$ cat config.mk
export PLATFORM = sky130hd
export DESIGN_NAME = dac_spi_driver
export DESIGN_NICKNAME = d
export VERILOG_FILES = /design/src/rtl/vector_pkg.sv /design/src/rtl/dac_spi_shifter.sv /design/src/rtl/dac_spi_driver.sv
export SDC_FILE = /design/constraint.sdc
export NUM_CORES = 1
export LEC_CHECK = 0
export CAP_MARGIN = 10
export CORE_MARGIN = 5
export CORE_UTILIZATION = 55
export DETAILED_ROUTE_END_ITERATION = 8
export PLACE_DENSITY = 0.75
export RECOVER_POWER = 100
export REMOVE_ABC_BUFFERS = 1
export SLEW_MARGIN = 20
export SYNTH_ARGS = -nofsm -noshare
export SYNTH_HDL_FRONTEND = slang
export SYNTH_HIERARCHICAL = 1
export SYNTH_SLANG_ARGS = --single-unit
$ cat constraint.sdc
create_clock -name clk -period 2.1 [get_ports clk]
set_clock_uncertainty 0.05 [all_clocks]
set_input_delay 0.42 -clock clk [delete_from_list [all_inputs] [get_ports clk]]
set_output_delay 0.42 -clock clk [all_outputs]
set_load 0.005 [all_outputs]
$ cat src/rtl/vector_pkg.sv
// Shared constants for the vector display output path.
// MCP4822 command nibbles: {sel, unused, ga_n, shdn_n}.
package vector_pkg;

  localparam logic [3:0] DAC_CMD_A     = 4'b0011;
  localparam logic [3:0] DAC_CMD_B     = 4'b1011;
  localparam int         DAC_WORD_BITS = 16;

endpackage

$ cat src/rtl/dac_spi_shifter.sv
// SPI mode-0 serialiser for one DAC command word, MSB first.
// Every bit spends SCLK_DIV cycles with sclk low, then SCLK_DIV cycles with sclk high.
module dac_spi_shifter
  import vector_pkg::*;
#(
  parameter int SCLK_DIV = 4
) (
  input  logic                     clk,
  input  logic                     rst,
  input  logic                     load,
  input  logic [DAC_WORD_BITS-1:0] word,
  output logic                     sclk,
  output logic                     mosi,
  output logic                     shift_done
);

  localparam int              HW        = (SCLK_DIV > 1) ? $clog2(SCLK_DIV) : 1;
  localparam logic [HW-1:0]   HALF_LAST = HW'(SCLK_DIV - 1);
  localparam logic [3:0]      BIT_LAST  = 4'(DAC_WORD_BITS - 1);

  logic [DAC_WORD_BITS-1:0] shift_q, shift_d;
  logic [HW-1:0]            half_q, half_d;
  logic [3:0]               bit_q, bit_d;
  logic                     sclk_q, sclk_d;
  logic                     mosi_q, mosi_d;
  logic                     active_q, active_d;
  logic                     halfEnd;

  assign halfEnd    = (half_q == HALF_LAST);
  assign shift_done = active_q && sclk_q && halfEnd && (bit_q == BIT_LAST);
  assign sclk       = sclk_q;
  assign mosi       = mosi_q;

  // The next bit is presented on the same edge sclk falls, so mosi is settled well before the rise.
  always_comb begin
    shift_d  = shift_q;
    half_d   = half_q;
    bit_d    = bit_q;
    sclk_d   = sclk_q;
    mosi_d   = mosi_q;
    active_d = active_q;
    if (load) begin
      active_d = 1'b1;
      shift_d  = word;
      half_d   = '0;
      bit_d    = '0;
      sclk_d   = 1'b0;
      mosi_d   = word[DAC_WORD_BITS-1];
    end else if (active_q) begin
      if (!halfEnd) begin
        half_d = half_q + HW'(1);
      end else begin
        half_d = '0;
        if (!sclk_q) begin
          sclk_d = 1'b1;
        end else begin
          sclk_d = 1'b0;
          if (bit_q == BIT_LAST) begin
            active_d = 1'b0;
            mosi_d   = 1'b0;
          end else begin
            bit_d   = bit_q + 4'd1;
            shift_d = {shift_q[DAC_WORD_BITS-2:0], 1'b0};
            mosi_d  = shift_q[DAC_WORD_BITS-2];
          end
        end
      end
    end
  end

  always_ff @(posedge clk) begin
    if (rst) begin
      shift_q  <= '0;
      half_q   <= '0;
      bit_q    <= '0;
      sclk_q   <= 1'b0;
      mosi_q   <= 1'b0;
      active_q <= 1'b0;
    end else begin
      shift_q  <= shift_d;
      half_q   <= half_d;
      bit_q    <= bit_d;
      sclk_q   <= sclk_d;
      mosi_q   <= mosi_d;
      active_q <= active_d;
    end
  end

endmodule

$ cat src/rtl/dac_spi_driver.sv
// Sends X then Y to a dual-channel MCP4822 and pulses LDAC so both outputs move together.
// The beam must not skew, so LDAC is only ever pulsed after both words are complete.
module dac_spi_driver
  import vector_pkg::*;
#(
  parameter int OUT_WIDTH   = 8,
  parameter int DAC_BITS    = 12,
  parameter int SCLK_DIV    = 4,
  parameter int CS_GAP      = 2,
  parameter int LDAC_CYCLES = 2
) (
  input  logic                 clk,
  input  logic                 rst,
  input  logic [OUT_WIDTH-1:0] x_in,
  input  logic [OUT_WIDTH-1:0] y_in,
  input  logic                 start,
  output logic                 busy,
  output logic                 done,
  output logic                 sclk,
  output logic                 mosi,
  output logic                 cs_n,
  output logic                 ldac_n
);

  localparam int DATA_W  = DAC_WORD_BITS - 4;
  localparam int PAD     = (DAC_BITS - OUT_WIDTH) + (DATA_W - DAC_BITS);
  localparam int CNT_MAX = (CS_GAP > LDAC_CYCLES) ? CS_GAP : LDAC_CYCLES;
  localparam int CW      = (CNT_MAX > 1) ? $clog2(CNT_MAX) : 1;

  typedef enum logic [2:0] {IDLE, SHIFT_A, GAP_A, SHIFT_B, GAP_B, LATCH} state_e;

  state_e                   state_q;
  logic [OUT_WIDTH-1:0]     y_q;
  logic [CW-1:0]            cnt_q;
  logic                     cs_n_q, ldac_n_q, busy_q, done_q;
  logic                     shiftLoad, shiftDone;
  logic [DAC_WORD_BITS-1:0] wordA, wordB, loadWord;

  // X is captured by the shifter itself on the start edge; only Y needs holding here.
  assign wordA     = {DAC_CMD_A, (DATA_W'(x_in) << PAD)};
  assign wordB     = {DAC_CMD_B, (DATA_W'(y_q) << PAD)};
  assign loadWord  = (state_q == IDLE) ? wordA : wordB;
  assign shiftLoad = ((state_q == IDLE) && start) || ((state_q == GAP_A) && (cnt_q == '0));

  dac_spi_shifter #(
    .SCLK_DIV (SCLK_DIV)
  ) u_shifter (
    .clk        (clk),
    .rst        (rst),
    .load       (shiftLoad),
    .word       (loadWord),
    .sclk       (sclk),
    .mosi       (mosi),
    .shift_done (shiftDone)
  );

  assign busy   = busy_q;
  assign done   = done_q;
  assign cs_n   = cs_n_q;
  assign ldac_n = ldac_n_q;

  always_ff @(posedge clk) begin
    if (rst) begin
      state_q  <= IDLE;
      y_q      <= '0;
      cnt_q    <= '0;
      cs_n_q   <= 1'b1;
      ldac_n_q <= 1'b1;
      busy_q   <= 1'b0;
      done_q   <= 1'b0;
    end else begin
      done_q <= 1'b0;
      case (state_q)
        IDLE: begin
          if (start) begin
            y_q     <= y_in;
            cs_n_q  <= 1'b0;
            busy_q  <= 1'b1;
            state_q <= SHIFT_A;
          end
        end
        SHIFT_A: begin
          if (shiftDone) begin
            cs_n_q  <= 1'b1;
            cnt_q   <= CW'(CS_GAP - 1);
            state_q <= GAP_A;
          end
        end
        GAP_A: begin
          if (cnt_q == '0) begin
            cs_n_q  <= 1'b0;
            state_q <= SHIFT_B;
          end else begin
            cnt_q <= cnt_q - CW'(1);
          end
        end
        SHIFT_B: begin
          if (shiftDone) begin
            cs_n_q  <= 1'b1;
            cnt_q   <= CW'(CS_GAP - 1);
            state_q <= GAP_B;
          end
        end
        GAP_B: begin
          if (cnt_q == '0) begin
            ldac_n_q <= 1'b0;
            cnt_q    <= CW'(LDAC_CYCLES - 1);
            state_q  <= LATCH;
          end else begin
            cnt_q <= cnt_q - CW'(1);
          end
        end
        LATCH: begin
          if (cnt_q == '0) begin
            ldac_n_q <= 1'b1;
            busy_q   <= 1'b0;
            done_q   <= 1'b1;
            state_q  <= IDLE;
          end else begin
            cnt_q <= cnt_q - CW'(1);
          end
        end
        default: state_q <= IDLE;
      endcase
    end
  end

endmodule

-- Yosys cells after proc, flatten, opt, wreduce, memory -nomap -nowiden
Index checks and enable logic that the tools add are counted.
- register bits: 40
- output and inout port bits: 6
- word-level logic and storage cells: 99
- input port bits: 19
- reduce and logical (&&, ||, !) cells: 28
- bitwise logic cells: 3
- add/sub/neg operators: 3
- muxes and demuxes: 37
- equality and inequality tests: 15
- operators with widths (kind ; count):
    $mux W15 ; 5
    $mux W1 ; 19
    $mux W3 ; 6
    $pmux W3 S6 ; 1
    $mux W16 ; 1
    $ne A2 B2 Y1 const B ; 7
    $reduce_and A4 Y1 ; 3
    $reduce_bool A2 Y1 ; 5
    $reduce_and A3 Y1 ; 3
    $reduce_or A2 Y1 ; 4
    $eq A3 B2 Y1 const B ; 2
    $eq A3 B3 Y1 const B ; 2
    $pmux W1 S3 ; 2
    $reduce_and A2 Y1 ; 3
    $reduce_and A6 Y1 ; 1
    $reduce_bool A3 Y1 ; 2
    $logic_and A1 B1 Y1 ; 5
    $add A4 B1 Y4 const B ; 1
    $eq A4 B4 Y1 const B ; 1
    $pmux W1 S2 ; 2
    $eq A3 B1 Y1 const B ; 1
    $logic_not A3 Y1 ; 1
    $not A1 Y1 ; 3
    $add A2 B1 Y2 const B ; 1
    5 further kinds ; 5

-- Depth between registers and ports, before layout
- depth in word-level cells: 6
- gate-level depth with buffers: 8
- mapped depth without buffers: 6

-- By module
Netlist, hierarchy kept.
- modules (own cells, without submodules) (module ; cells each ; seq. area each (µm²) ; instances ; area an instance (µm²)):
    dac_spi_shifter ; 134 ; 480.5 ; 1 ; 1192.4
    dac_spi_driver ; 94 ; 320.3 ; 1 ; 827.0

-- Least setup slack after synthesis
No wires, ideal clock.
- path kind: reg2reg
- start: register state_q[1]
- end: register u_shifter.shift_q[14]
- period minus slack after synthesis: 1813 ps
- path slack: 287 ps
- stages on the path, launching flop included: 7
- path buffers: 3
- data arrival time: 1611 ps
- data required time: 1898 ps
- library setup time: 152 ps
- cells stage by stage: dfxtp_1 buf_6 nand2b_1 a211oi_1 clkbuf_1 buf_1 a221oi_1
- word-level cells in the longest chain between the ends: 5
- elaborated cells on any way between the ends: 11
- classes of those cells: eq/ne (2); mux (1); reduce/logical (8)
- RTL lines (what ; line ; RTL):
    start: declaration ; dac_spi_driver.sv:32 ; state_e state_q;
    start signal: assignment ; dac_spi_driver.sv:64 ; state_q <= IDLE;
    start signal: assignment ; dac_spi_driver.sv:79 ; state_q <= SHIFT_A;
    start signal: assignment ; dac_spi_driver.sv:86 ; state_q <= GAP_A;
    $eq A3 B2 Y1 or $logic_not A3 Y1 (tied branches) ; dac_spi_driver.sv:43 ; assign shiftLoad = ((state_q == IDLE) && start) || ((state_q == GAP_A) && (cnt_q == '0));
    $logic_and A1 B1 Y1 ; dac_spi_driver.sv:43 ;
    $logic_or A1 B1 Y1 * ; dac_spi_driver.sv:43 ;
    via shiftLoad ; dac_spi_driver.sv:36 ; logic shiftLoad, shiftDone;
    $ne A2 B2 Y1 (no line) or $reduce_bool A2 Y1 (tied branches) ; n/a ;
    $reduce_and A4 Y1 (no line) ; n/a ;
    end signal: assignment ; dac_spi_shifter.sv:80 ; shift_q <= shift_d;
    end: declaration ; dac_spi_shifter.sv:21 ; logic [DAC_WORD_BITS-1:0] shift_q, shift_d;
The timed path passes the listed nets; every way through them passes the cells marked *.
A chain may end at the register's enable or synchronous reset.

-- Final worst setup path
- start: input port start
- end: register u_shifter.mosi_q, in the netlist u_shifter/mosi
- word-level cells in the longest chain between the ends: 4
- elaborated cells on any way between the ends: 7
- classes of those cells: mux (1); reduce/logical (6)
- RTL lines (what ; line ; RTL):
    start: declaration ; dac_spi_driver.sv:16 ; input logic start,
    $logic_and A1 B1 Y1 * ; dac_spi_driver.sv:43 ;
    $logic_or A1 B1 Y1 * ; dac_spi_driver.sv:43 ;
    via shiftLoad ; dac_spi_driver.sv:36 ;
    $reduce_bool A2 Y1 (no line) ; n/a ;
    $reduce_and A3 Y1 (no line) ; n/a ;
    end signal: assignment ; dac_spi_shifter.sv:84 ; mosi_q <= mosi_d;
    end: declaration ; dac_spi_shifter.sv:25 ; logic mosi_q, mosi_d;
Marks and branches as above.

==> metrics.txt <==
status=complete, no violations; sequential cell area fraction in the yosys report=39.7%; gpl congestion=0.803; Worst-path clk slew=0.07 ns; Critical Path Max Stage Delay=0.59 ns; Final HPWL DP=2.73 mm; most frequent cells in the layout=dfxtp_1, nand2_1, o21ai_0, inv_1; Max-Cap Viols=0; critical path, cell by cell=dlygate4sd3_1, nand2b_1, a211oi_4, buf_12, a21oi_1, a221oi_1; clock latency on the worst-skew pair=0.28 ns; Post-Syn Area=2020 um^2; YS warnings=6; crit path max-delay cell type=dlygate4sd3_1; Pleak=0.892 nW; Die Span Y=70.6 um; crit path buf inv count=2; Overall Global Routing Usage=17.4%; Final min period=1.84 ns; Netlist cell types=45; row count=22; 1st-iter DRT viols=155; Pwr Density=623 nW/um^2; CTS root buffer=clkbuf_8; Cell Count, Final, Fillers Out=299; fillcell total=320; Pint=0.00112 W; hold crit path type=flip-flop to flip-flop; most common cell after layout, fill and taps aside=dfxtp_1; switching pwr=0.000347 W; combinational fraction of design power=13.9%; largest area contributor in the netlist=dfxtp_1; critical path data arrival time=1.98 ns; cts bufs inserted=5; Max transition margin=58.2%; Synth top area share=39.7%; switching share of power=23.6%; layout cells sized above 1=14.7%; post-cts gate resize count=0; crit start category=primary input; die area=4980 um^2; DR vias/cell=5.52; Initial Utilization=56.0%; Die Span X=70.6 um; Util after Layout=65.4%; Final Hold Viols=0; Slew @ Worst Pin=0.626 ns; Post-Layout Inst Area=2360 um^2; Sink Count=40; syn_area_per_cell=8.86 um^2; initial antenna violation count=0; core area=3610 um^2; Routed Antenna Nets=0; Clock Power Share=29.9%; ANT cells=0; I/O pins=25; CTS tree=done; via count=1649; register share of total power=56.1%; critical path class=primary input to flip-flop; worst min-delay path startpoint=y_q[5]; maximum buffer depth of the clock tree=2; max-slew violations=0; gr ovfl total=0; maximum VDD drop=0.495 mV; # hold bufs at CTS=0; final setup vio count=0; DRC viols=0; Post-DP Area=2300 um^2; Worst Path Required=2.23 ns; leading post-synthesis cells by cell area=dfxtp_1, a221oi_2, o21ai_0; critical path peak fanout=34; Pre-Repair DR Iteration Count=4; I/O Buffers=24; drt wl/cell=13.4 um; first-pass GRT wire length=7.22 mm; number of global-route vias before repair=1600; Critical Path End Type=flip-flop; Seq cells post-synth=40; post-CTS setup buffer count=0; family with the most delay on the worst path=buffers and inverters; H-tree depth=2; WL final=4.00 mm; pin count of the biggest net entering global routing=35; r2r startpoint=u_shifter/bit_q[0]; Layout Nets=274; RSZ-0062 raised after global routing=false; dpl ws=0.0526 ns; final clock period utilization by the worst path=87.9%; fmax=0.542 GHz; Setup crit start=start; placed cell count=294; Synth-to-Final Area Change=16.9%; Worst Slack Setup Final=0.255 ns; Cells after Synth=228
-- cells by family after synthesis --
kind of cell	after synthesis	synth area share, %
compound gates	75	25.5
simple gates	58	16.9
buf+inv	39	9.98
mux	10	5.45
xor+xnor	2	0.868
flops	40	39.7
fa+ha+maj	2	1.24
other cells	2	0.372
-- per-stage QoR --
stage | hold slack (ns) | TNS, ns | total power, W
2_1_floorplan | 0.378 | -33.43 | 0.000960
3_3_place_gp | 0.393 | 0 | 0.00105
3_5_place_dp | 0.397 | 0 | 0.00105
4_1_cts | 0.407 | 0 | 0.00150
5_1_grt | 0.429 | 0 | 0.00155
6_report | 0.404 | 0 | 0.00147
-- synthesized netlist by cell type (all sizes together) --
| library cell | n |
|---|---|
| nor2 | 8 |
| dfxtp | 40 |
| or3 | 2 |
| inv | 20 |
| and2b | 1 |
| nor2b | 2 |
| conb | 2 |
| a221oi | 15 |
| buf | 12 |
| nand2b | 4 |
| nand3 | 6 |
| o21ai | 21 |
| nor3 | 3 |
| nor4b | 2 |
| mux2 | 8 |
| or2 | 1 |
| a21o | 1 |
| mux2i | 2 |
| o211ai | 1 |
| a31oi | 16 |
| or4b | 1 |
| a211oi | 1 |
| and4b | 1 |
| nand4bb | 1 |
| o31ai | 1 |
| nand2 | 21 |
| or3b | 1 |
| o22ai | 1 |
| a21oi | 17 |
| clkbuf | 7 |
| o21bai | 1 |
| ha | 2 |
| and3 | 2 |
| and2 | 2 |
| xor2 | 2 |
-- routing by layer --
layer | part of all wire [%] | vias up | track usage, %
li1 | - | 850 | -
met3 | 4.4 | 4 | 4.40
met1 | 48 | 758 | 22.9
met2 | 47 | 37 | 28.2
met5 | 0 | - | 0
met4 | 1.1 | 0 | 5.64
-- flip-flops by register name (all words and copies together) (netlist names) --
register and count:
u_shifter/mosi 1, cs_n 1, busy 1, ldac_n 1
u_shifter/shift_q 15, state_q 3, y_q 8, u_shifter/active_q 1
u_shifter/half_q 2, cnt_q 1, done 1, u_shifter/sclk 1
u_shifter/bit_q 4
-- cell type report --
class / count / area (um^2) / area share (%)
tap: 48 / 60.1 / 2.55
multi-input combinational: 154 / 1040 / 44.2
inverter: 20 / 75.1 / 3.18
clock buffer: 5 / 68.8 / 2.92
sequential: 40 / 801 / 33.9
timing repair buffer: 32 / 313 / 13.3
-- path summary, 6_finish.rpt --
path | end | slack, ns | cells past startpoint
worst max register to register | u_shifter/shift_q[7] | 0.36 | 4
worst min-delay path | y_q[5] | 0.40 | 2
worst max-delay path | u_shifter/mosi | 0.26 | 6
worst min register to register | y_q[5] | 0.40 | 2
-- power by group through the flow --
stage | Combinational (W) | Sequential (W) | Clock (W)
2_1_floorplan | 0.000123 | 0.000837 | 0
3_3_place_gp | 0.000205 | 0.000843 | 0
3_5_place_dp | 0.000210 | 0.000843 | 0
4_1_cts | 0.000211 | 0.000826 | 0.000465
5_1_grt | 0.000229 | 0.000830 | 0.000493
6_report | 0.000205 | 0.000826 | 0.000441
-- worst reg2reg max path, cell delays in order, from the launching register on --
cell and delay [ns]:
dfxtp_1 0.37, ha_1 0.23, and3_1 0.55, o21ai_0 0.22, a221oi_2 0.24
No activity file was read; power rests on OpenSTA's default activity.
